==> src/rtl/dc_seq_pkg.sv <==
// Shared types and constants for the DC encode sequencer: FSM states, codeword FIFO entry,
// clear length and the largest legal codeword length.
package dc_seq_pkg;

  typedef enum logic [2:0] {
    IDLE,
    CLEAR,
    ISSUE,
    WAIT,
    DONE
  } seq_state_t;

  typedef struct packed {
    logic [31:0] bits;
    logic [5:0]  len;
    logic        last;
  } cw_entry_t;

  localparam int CLEAR_CYCLES = 2;
  localparam int MAX_CW_LEN   = 24;

  function automatic logic len_bad(input logic [31:0] len);
    return (len == 32'd0) || (len > 32'(MAX_CW_LEN));
  endfunction

endpackage

==> src/rtl/dc_cw_fifo.sv <==
// Synchronous codeword FIFO with count/full/empty; head is readable the cycle after its push.
// Pop when empty is ignored; push when full is accepted only alongside a pop.
module dc_cw_fifo
  import dc_seq_pkg::*;
#(
  parameter int DEPTH = 32,
  localparam int CNT_W = $clog2(DEPTH + 1)
) (
  input  logic             clk,
  input  logic             reset_n,
  input  logic             push,
  input  cw_entry_t        push_dat,
  input  logic             pop,
  output cw_entry_t        head_dat,
  output logic [CNT_W-1:0] count,
  output logic             full,
  output logic             empty
);

  localparam int PW = (DEPTH > 1) ? $clog2(DEPTH) : 1;

  cw_entry_t       mem [DEPTH];
  logic [PW-1:0]   wr_ptr;
  logic [PW-1:0]   rd_ptr;
  logic            do_push;
  logic            do_pop;

  assign empty    = (count == '0);
  assign full     = (count == CNT_W'(DEPTH));
  assign do_pop   = pop && !empty;
  assign do_push  = push && (!full || do_pop);
  // Head reads as zero while empty so the writer-facing outputs sit at their reset values.
  assign head_dat = empty ? '0 : mem[rd_ptr];

  always_ff @(posedge clk) begin
    if (do_push) mem[wr_ptr] <= push_dat;
  end

  always_ff @(posedge clk or negedge reset_n) begin
    if (!reset_n) begin
      wr_ptr <= '0;
      rd_ptr <= '0;
      count  <= '0;
    end else begin
      if (do_push) wr_ptr <= (wr_ptr == PW'(DEPTH - 1)) ? '0 : wr_ptr + 1'b1;
      if (do_pop)  rd_ptr <= (rd_ptr == PW'(DEPTH - 1)) ? '0 : rd_ptr + 1'b1;
      case ({do_push, do_pop})
        2'b10:   count <= count + 1'b1;
        2'b01:   count <= count - 1'b1;
        default: count <= count;
      endcase
    end
  end

endmodule

==> src/rtl/dc_encode_sequencer.sv <==
// Streams one slice of DC coefficients into the encoder and queues its codewords for the writer.
// Last push at start+4+N+ENC_LATENCY; writer stalls absorbed by FIFO; DC_SEQ_LEN_CHECK_EN adds len_err.
module dc_encode_sequencer
  import dc_seq_pkg::*;
#(
  parameter int MAX_BLOCKS  = 32,
  parameter int ENC_LATENCY = 5,
  parameter int FIFO_DEPTH  = 32,
  parameter int ADDR_W      = 5
) (
  input  logic              clk,
  input  logic              reset_n,
  input  logic              start,
  input  logic [ADDR_W:0]   num_blocks,
  output logic              busy,
  output logic              done,
  output logic              coef_rd,
  output logic [ADDR_W-1:0] coef_addr,
  input  logic [31:0]       coef_rdata,
  output logic              enc_clr_n,
  output logic [31:0]       enc_dc_coeff,
  input  logic [31:0]       enc_sum,
  input  logic [31:0]       enc_length,
  output logic              cw_valid,
  input  logic              cw_ready,
  output logic [31:0]       cw_bits,
  output logic [5:0]        cw_len,
  output logic              cw_last,
  output logic              len_err
);

  localparam int CNT_W = $clog2(FIFO_DEPTH + 1);

  seq_state_t        state;
  logic [ADDR_W:0]   n_blk;
  logic [1:0]        clr_cnt;
  logic [ADDR_W-1:0] last_addr;
  logic              start_ok;
  logic              rd_vld_q;
  logic              rd_last_q;
  logic [ENC_LATENCY:0] tok_vld;
  logic [ENC_LATENCY:0] tok_last;
  logic              push;
  cw_entry_t         push_dat;
  cw_entry_t         head_dat;
  logic [CNT_W-1:0]  fifo_count;
  logic              fifo_empty;
  logic              unused_fifo_full;

  assign last_addr = ADDR_W'(n_blk - 1'b1);
  assign busy      = (state != IDLE);

  // Every slice's codewords must fit behind what is already queued, so capture never stalls.
  assign start_ok = start && (num_blocks != '0)
                 && (32'(num_blocks) <= 32'(MAX_BLOCKS))
                 && ((32'(FIFO_DEPTH) - 32'(fifo_count)) >= 32'(num_blocks));

  always_ff @(posedge clk or negedge reset_n) begin
    if (!reset_n) begin
      state     <= IDLE;
      n_blk     <= '0;
      clr_cnt   <= '0;
      coef_rd   <= 1'b0;
      coef_addr <= '0;
      enc_clr_n <= 1'b0;
      done      <= 1'b0;
    end else begin
      done      <= 1'b0;
      enc_clr_n <= 1'b1;
      case (state)
        IDLE: begin
          if (start_ok) begin
            n_blk     <= num_blocks;
            clr_cnt   <= '0;
            enc_clr_n <= 1'b0;
            state     <= CLEAR;
          end
        end
        CLEAR: begin
          if (clr_cnt == 2'(CLEAR_CYCLES - 1)) begin
            coef_rd   <= 1'b1;
            coef_addr <= '0;
            state     <= ISSUE;
          end else begin
            clr_cnt   <= clr_cnt + 1'b1;
            enc_clr_n <= 1'b0;
          end
        end
        ISSUE: begin
          if (coef_addr == last_addr) begin
            coef_rd <= 1'b0;
            state   <= WAIT;
          end else begin
            coef_addr <= coef_addr + 1'b1;
          end
        end
        WAIT: begin
          if (tok_vld[ENC_LATENCY] && tok_last[ENC_LATENCY]) begin
            done  <= 1'b1;
            state <= DONE;
          end
        end
        DONE:    state <= IDLE;
        default: state <= IDLE;
      endcase
    end
  end

  // Tokens start alongside enc_dc_coeff and emerge the cycle enc_sum/enc_length belong to them.
  always_ff @(posedge clk or negedge reset_n) begin
    if (!reset_n) begin
      rd_vld_q     <= 1'b0;
      rd_last_q    <= 1'b0;
      enc_dc_coeff <= '0;
      tok_vld      <= '0;
      tok_last     <= '0;
    end else begin
      rd_vld_q  <= coef_rd;
      rd_last_q <= coef_rd && (coef_addr == last_addr);
      if (rd_vld_q) enc_dc_coeff <= coef_rdata;
      tok_vld  <= {tok_vld[ENC_LATENCY-1:0], rd_vld_q};
      tok_last <= {tok_last[ENC_LATENCY-1:0], rd_vld_q && rd_last_q};
    end
  end

  assign push     = tok_vld[ENC_LATENCY];
  assign push_dat = '{bits: enc_sum, len: enc_length[5:0], last: tok_last[ENC_LATENCY]};

  dc_cw_fifo #(
    .DEPTH(FIFO_DEPTH)
  ) u_fifo (
    .clk      (clk),
    .reset_n  (reset_n),
    .push     (push),
    .push_dat (push_dat),
    .pop      (cw_valid && cw_ready),
    .head_dat (head_dat),
    .count    (fifo_count),
    .full     (unused_fifo_full),
    .empty    (fifo_empty)
  );

  assign cw_valid = !fifo_empty;
  assign cw_bits  = head_dat.bits;
  assign cw_len   = head_dat.len;
  assign cw_last  = head_dat.last;

`ifdef DC_SEQ_LEN_CHECK_EN
  always_ff @(posedge clk or negedge reset_n) begin
    if (!reset_n)                          len_err <= 1'b0;
    else if (push && len_bad(enc_length))  len_err <= 1'b1;
  end
`else
  logic unused_len_hi;
  assign unused_len_hi = ^enc_length[31:6];
  assign len_err       = 1'b0;
`endif

endmodule

==> config.mk <==
export PLATFORM = sky130hd
export DESIGN_NAME = dc_encode_sequencer
export DESIGN_NICKNAME = d
export VERILOG_FILES = /design/src/rtl/dc_seq_pkg.sv /design/src/rtl/dc_cw_fifo.sv /design/src/rtl/dc_encode_sequencer.sv
export SDC_FILE = /design/constraint.sdc
export NUM_CORES = 1
export LEC_CHECK = 0
export CAP_MARGIN = 20
export CORE_MARGIN = 1.5
export CORE_UTILIZATION = 45
export DETAILED_ROUTE_END_ITERATION = 8
export PLACE_DENSITY = 0.73
export SLEW_MARGIN = 40
export SYNTH_ARGS = -nofsm -noshare
export SYNTH_HDL_FRONTEND = slang
export SYNTH_SLANG_ARGS = --single-unit
==> constraint.sdc <==
create_clock -name clk -period 3.6 [get_ports clk]
set_input_delay 0.54 -clock clk [delete_from_list [all_inputs] [get_ports clk]]
set_output_delay 0.54 -clock clk [all_outputs]
set_load 0.005 [all_outputs]
==> results_dict.tcl <==
set metrics [dict create \
    status "finished with violations" \
    violations "setup timing" \
    total_power_mw 49.9 \
    synth_top_cell_area_share_pct 71.9 \
    drv_cap 0 \
    synth_edf_count 1248 \
    yosys_warnings 0 \
    fp.dieH_um 343 \
    power_density_nw_per_um2 770 \
    reg2reg_from "u_fifo.count[1]" \
    dieArea_sq_um 118000 \
    fp-row-count 124 \
    setup_ws_ns -0.140 \
    arrival_ns 3.20 \
    insertion_delay_ns 0.75 \
    timing.hold.ws_ns 0.277 \
    synth_cell_type_count 55 \
    vias 28583 \
    hp-start "enc_length[1]" \
    cts_buffers 135 \
    p_comb_share_pct 34.8 \
    start_util_pct 45.5 \
    cts_tree "yes" \
    clockBufferDepth 3 \
    firstDrtPassIters 5 \
    worst_path_largest_cell_delay_ns 0.53 \
    setup_viol 29 \
    clock-sinks 1328 \
    port_buffers 160 \
    path_class "reg2out" \
    netlist_area_sq_um 52200 \
    coreArea_sq_um 115000 \
    overflow 0 \
    sw_frac_of_total_pct 31.7 \
    worstPathRequired_ns 3.06 \
    min_period_over_period_pct 104 \
    ys_seq_area_share_pct 75.7 \
    grt_pass1_vias 29329 \
    worst-path-buf-inv 6 \
    clockPowerShare_pct 27.2 \
    wire_per_inst_um 30.2 \
    cts_root_buffer "clkbuf_16" \
    critPathTopFamily "buffers and inverters" \
    gp_congestion 0.796 \
    synthTopCellsByArea "edfxtp_1 72%, mux4_2 8.4%, dfrtp_1 3.8%, mux2i_1 3.8%, mux2_2 3.3%" \
    grt_use_total_pct 23.2 \
    via_per_inst 6.14 \
    cts-htree-levels 4 \
    grt_max_degree 81 \
    crit_chain "buf_16 -> buf_16 -> buf_8 -> buf_12 -> mux4_2 -> mux2_4 -> a221oi_4 -> nor3_2 -> buf_4 -> buf_6" \
    reg2reg_depth 16 \
    whs_endpoint "u_fifo.mem[10][2]" \
    leakagePower_nw 21.4 \
    grt_pass1_wl_um 196000 \
    avgSynthCellArea_sq_um 19.9 \
    layout-drive-gt1-share_pct 36.7 \
    rsz0062_at_grt "true" \
    worst_pin_slew_ns 0.842 \
    hpwl_um 66000 \
    fmaxAchievable_ghz 0.267 \
    path_depth 10 \
    synth_top_area_cell "edfxtp_1" \
    switchingPower_mw 15.8 \
    nets 3164 \
    synthFlopType "edfxtp_1" \
    cpMostUsedCell "buf_16" \
    routed_wl_um 141000 \
    antenna_found_initial 5 \
    maxSlewHeadroom_pct 43.8 \
    antenna_left 0 \
    intPower_mw 34.0 \
    critPathCaptureType "output pin" \
    dpl.cell_count 4281 \
    synth_seq_cells 1328 \
    cts.reportedPaths.clkPinSlew_ns 0.07 \
    pin_count 188 \
    peakVddDrop_v 0.000643 \
    slew_viol_final 0 \
    clock_skew_ns 0.0267 \
    slowest_stage "dfrtp_4" \
    area_growth_pct 24.2 \
    final_common_cell "edfxtp_1" \
    finalCriticalPeriod_ns 3.74 \
    final_cell_mix "1248 x edfxtp_1, 195 x mux4_2, 188 x mux2i_1" \
    drc 0 \
    instances_no_fill 4657 \
    fin_util_pct 56.5 \
    worst-path-max-fanout 7 \
    hold_viol 0 \
    whs_path_depth 1 \
    rrSetupSlack_ns 0.19 \
    die_w_um 343 \
    syn_nets 2745 \
    post_synth_inst_count 2618 \
    power_frac_seq_pct 38.0 \
    r2r-end "u_fifo.count[4]" \
    min_path_type "in2reg" \
    async_flop_share_pct 6.02 \
    startpoint_type "flop" \
    drt_iter0_markers 3491 \
]
[worst max path at each step]
stage / start / to / slack [ns]
3_5_place_dp: u_fifo.rd_ptr[0] / cw_bits[4] / -0.02
6_report: u_fifo.rd_ptr[0] / cw_bits[28] / -0.14
5_1_grt: u_fifo.rd_ptr[0] / cw_bits[17] / -0.21
2_1_floorplan: u_fifo.count[0] / u_fifo.mem[31][0] / 0.15
3_3_place_gp: u_fifo.rd_ptr[0] / cw_bits[4] / 0.02
4_1_cts: u_fifo.rd_ptr[0] / cw_len[4] / -0.16
[power by group through the flow]
stage	Combinational (mW)	Clock, mW	Sequential [mW]
after floorplan	7.70	0	18.9
after global placement	12.8	0	19.2
after detailed placement	13.1	0	19.4
after CTS	15.8	13.6	19.1
after global routing	18.2	14.2	19.1
final	17.3	13.5	19.0
[cell type report]
type	instances	area (sq um)
repair buffers	434	5180
diodes	3	7.51
inverters	19	71.3
multi-input cells	1119	13900
flip-flops and latches	1328	39500
well taps	1512	1890
fillers	7929	49900
clock inverters	71	617
clock buffers	171	3600
[flip-flops by register name, summed over array words and instances (netlist names)]
name           cells
tok_last           6
rd_vld_q           1
u_fifo.count       6
enc_clr_n          1
coef_addr          5
u_fifo.wr_ptr      5
rd_last_q          1
enc_dc_coeff      32
u_fifo.mem      1248
done               1
clr_cnt            2
state              3
coef_rd            1
n_blk              5
u_fifo.rd_ptr      5
tok_vld            6
[cell usage after synthesis (all sizes together), types with 3 or more instances]
| master | count |
|---|---|
| mux2i | 197 |
| a221oi | 74 |
| mux4 | 195 |
| nand2 | 33 |
| xnor2 | 11 |
| o21ai | 56 |
| or3b | 3 |
| or3 | 3 |
| dfrtp | 80 |
| nand3b | 7 |
| a21boi | 40 |
| nand3 | 9 |
| a2111oi | 6 |
| o22ai | 7 |
| inv | 19 |
| mux2 | 158 |
| nor3 | 39 |
| xor2 | 9 |
| edfxtp | 1248 |
| o221ai | 34 |
| ha | 21 |
| buf | 79 |
| a21oi | 49 |
| nand2b | 7 |
| a211oi | 37 |
| clkbuf | 73 |
| a311oi | 5 |
| nor2 | 95 |
[logic make-up (layout without fill, tap and decap cells)]
family | count (synthesis) | after routing | synth area share (%)
flops | 1328 | 1328 | 75.7
buf+inv | 171 | 695 | 1.61
compound gates | 318 | 318 | 4.37
other cells | 1 | 4 | 0.00719
mux | 550 | 550 | 15.6
xor+xnor | 20 | 20 | 0.336
simple gates | 209 | 209 | 1.84
fa+ha+maj | 21 | 21 | 0.504
[stage by stage]
step / setup TNS [ns] / setup slack [ns] / area, sq um
final: -1.73 / -0.140 / 64800
after global routing: -3.88 / -0.214 / 64800
after CTS: -3.07 / -0.164 / 63900
after detailed placement: -0.0204 / -0.0204 / 56900
after global placement: 0 / 0.0210 / 56900
after floorplan: 0 / 0.146 / 52200
[metal layers]
metal | global-route usage [%] | vias up | part of all wire, %
li1 | - | 11647 | -
met1 | 29.4 | 14816 | 37
met2 | 38.1 | 1783 | 49
met3 | 5.85 | 333 | 9.6
met4 | 10.1 | 4 | 4.3
met5 | 0 | - | 0.020
[timing repair]
action / in CTS / in global routing
setup buffers: 74 / 46
endpoints found under the hold margin: 80 / 0
hold buffers: 1 / 0
resized for setup: 443 / 187
gates cloned: 28 / 5
pin swaps: 97 / 73
endpoints found under the setup margin: 40 / 42
Power figures use the tool's default switching activity.
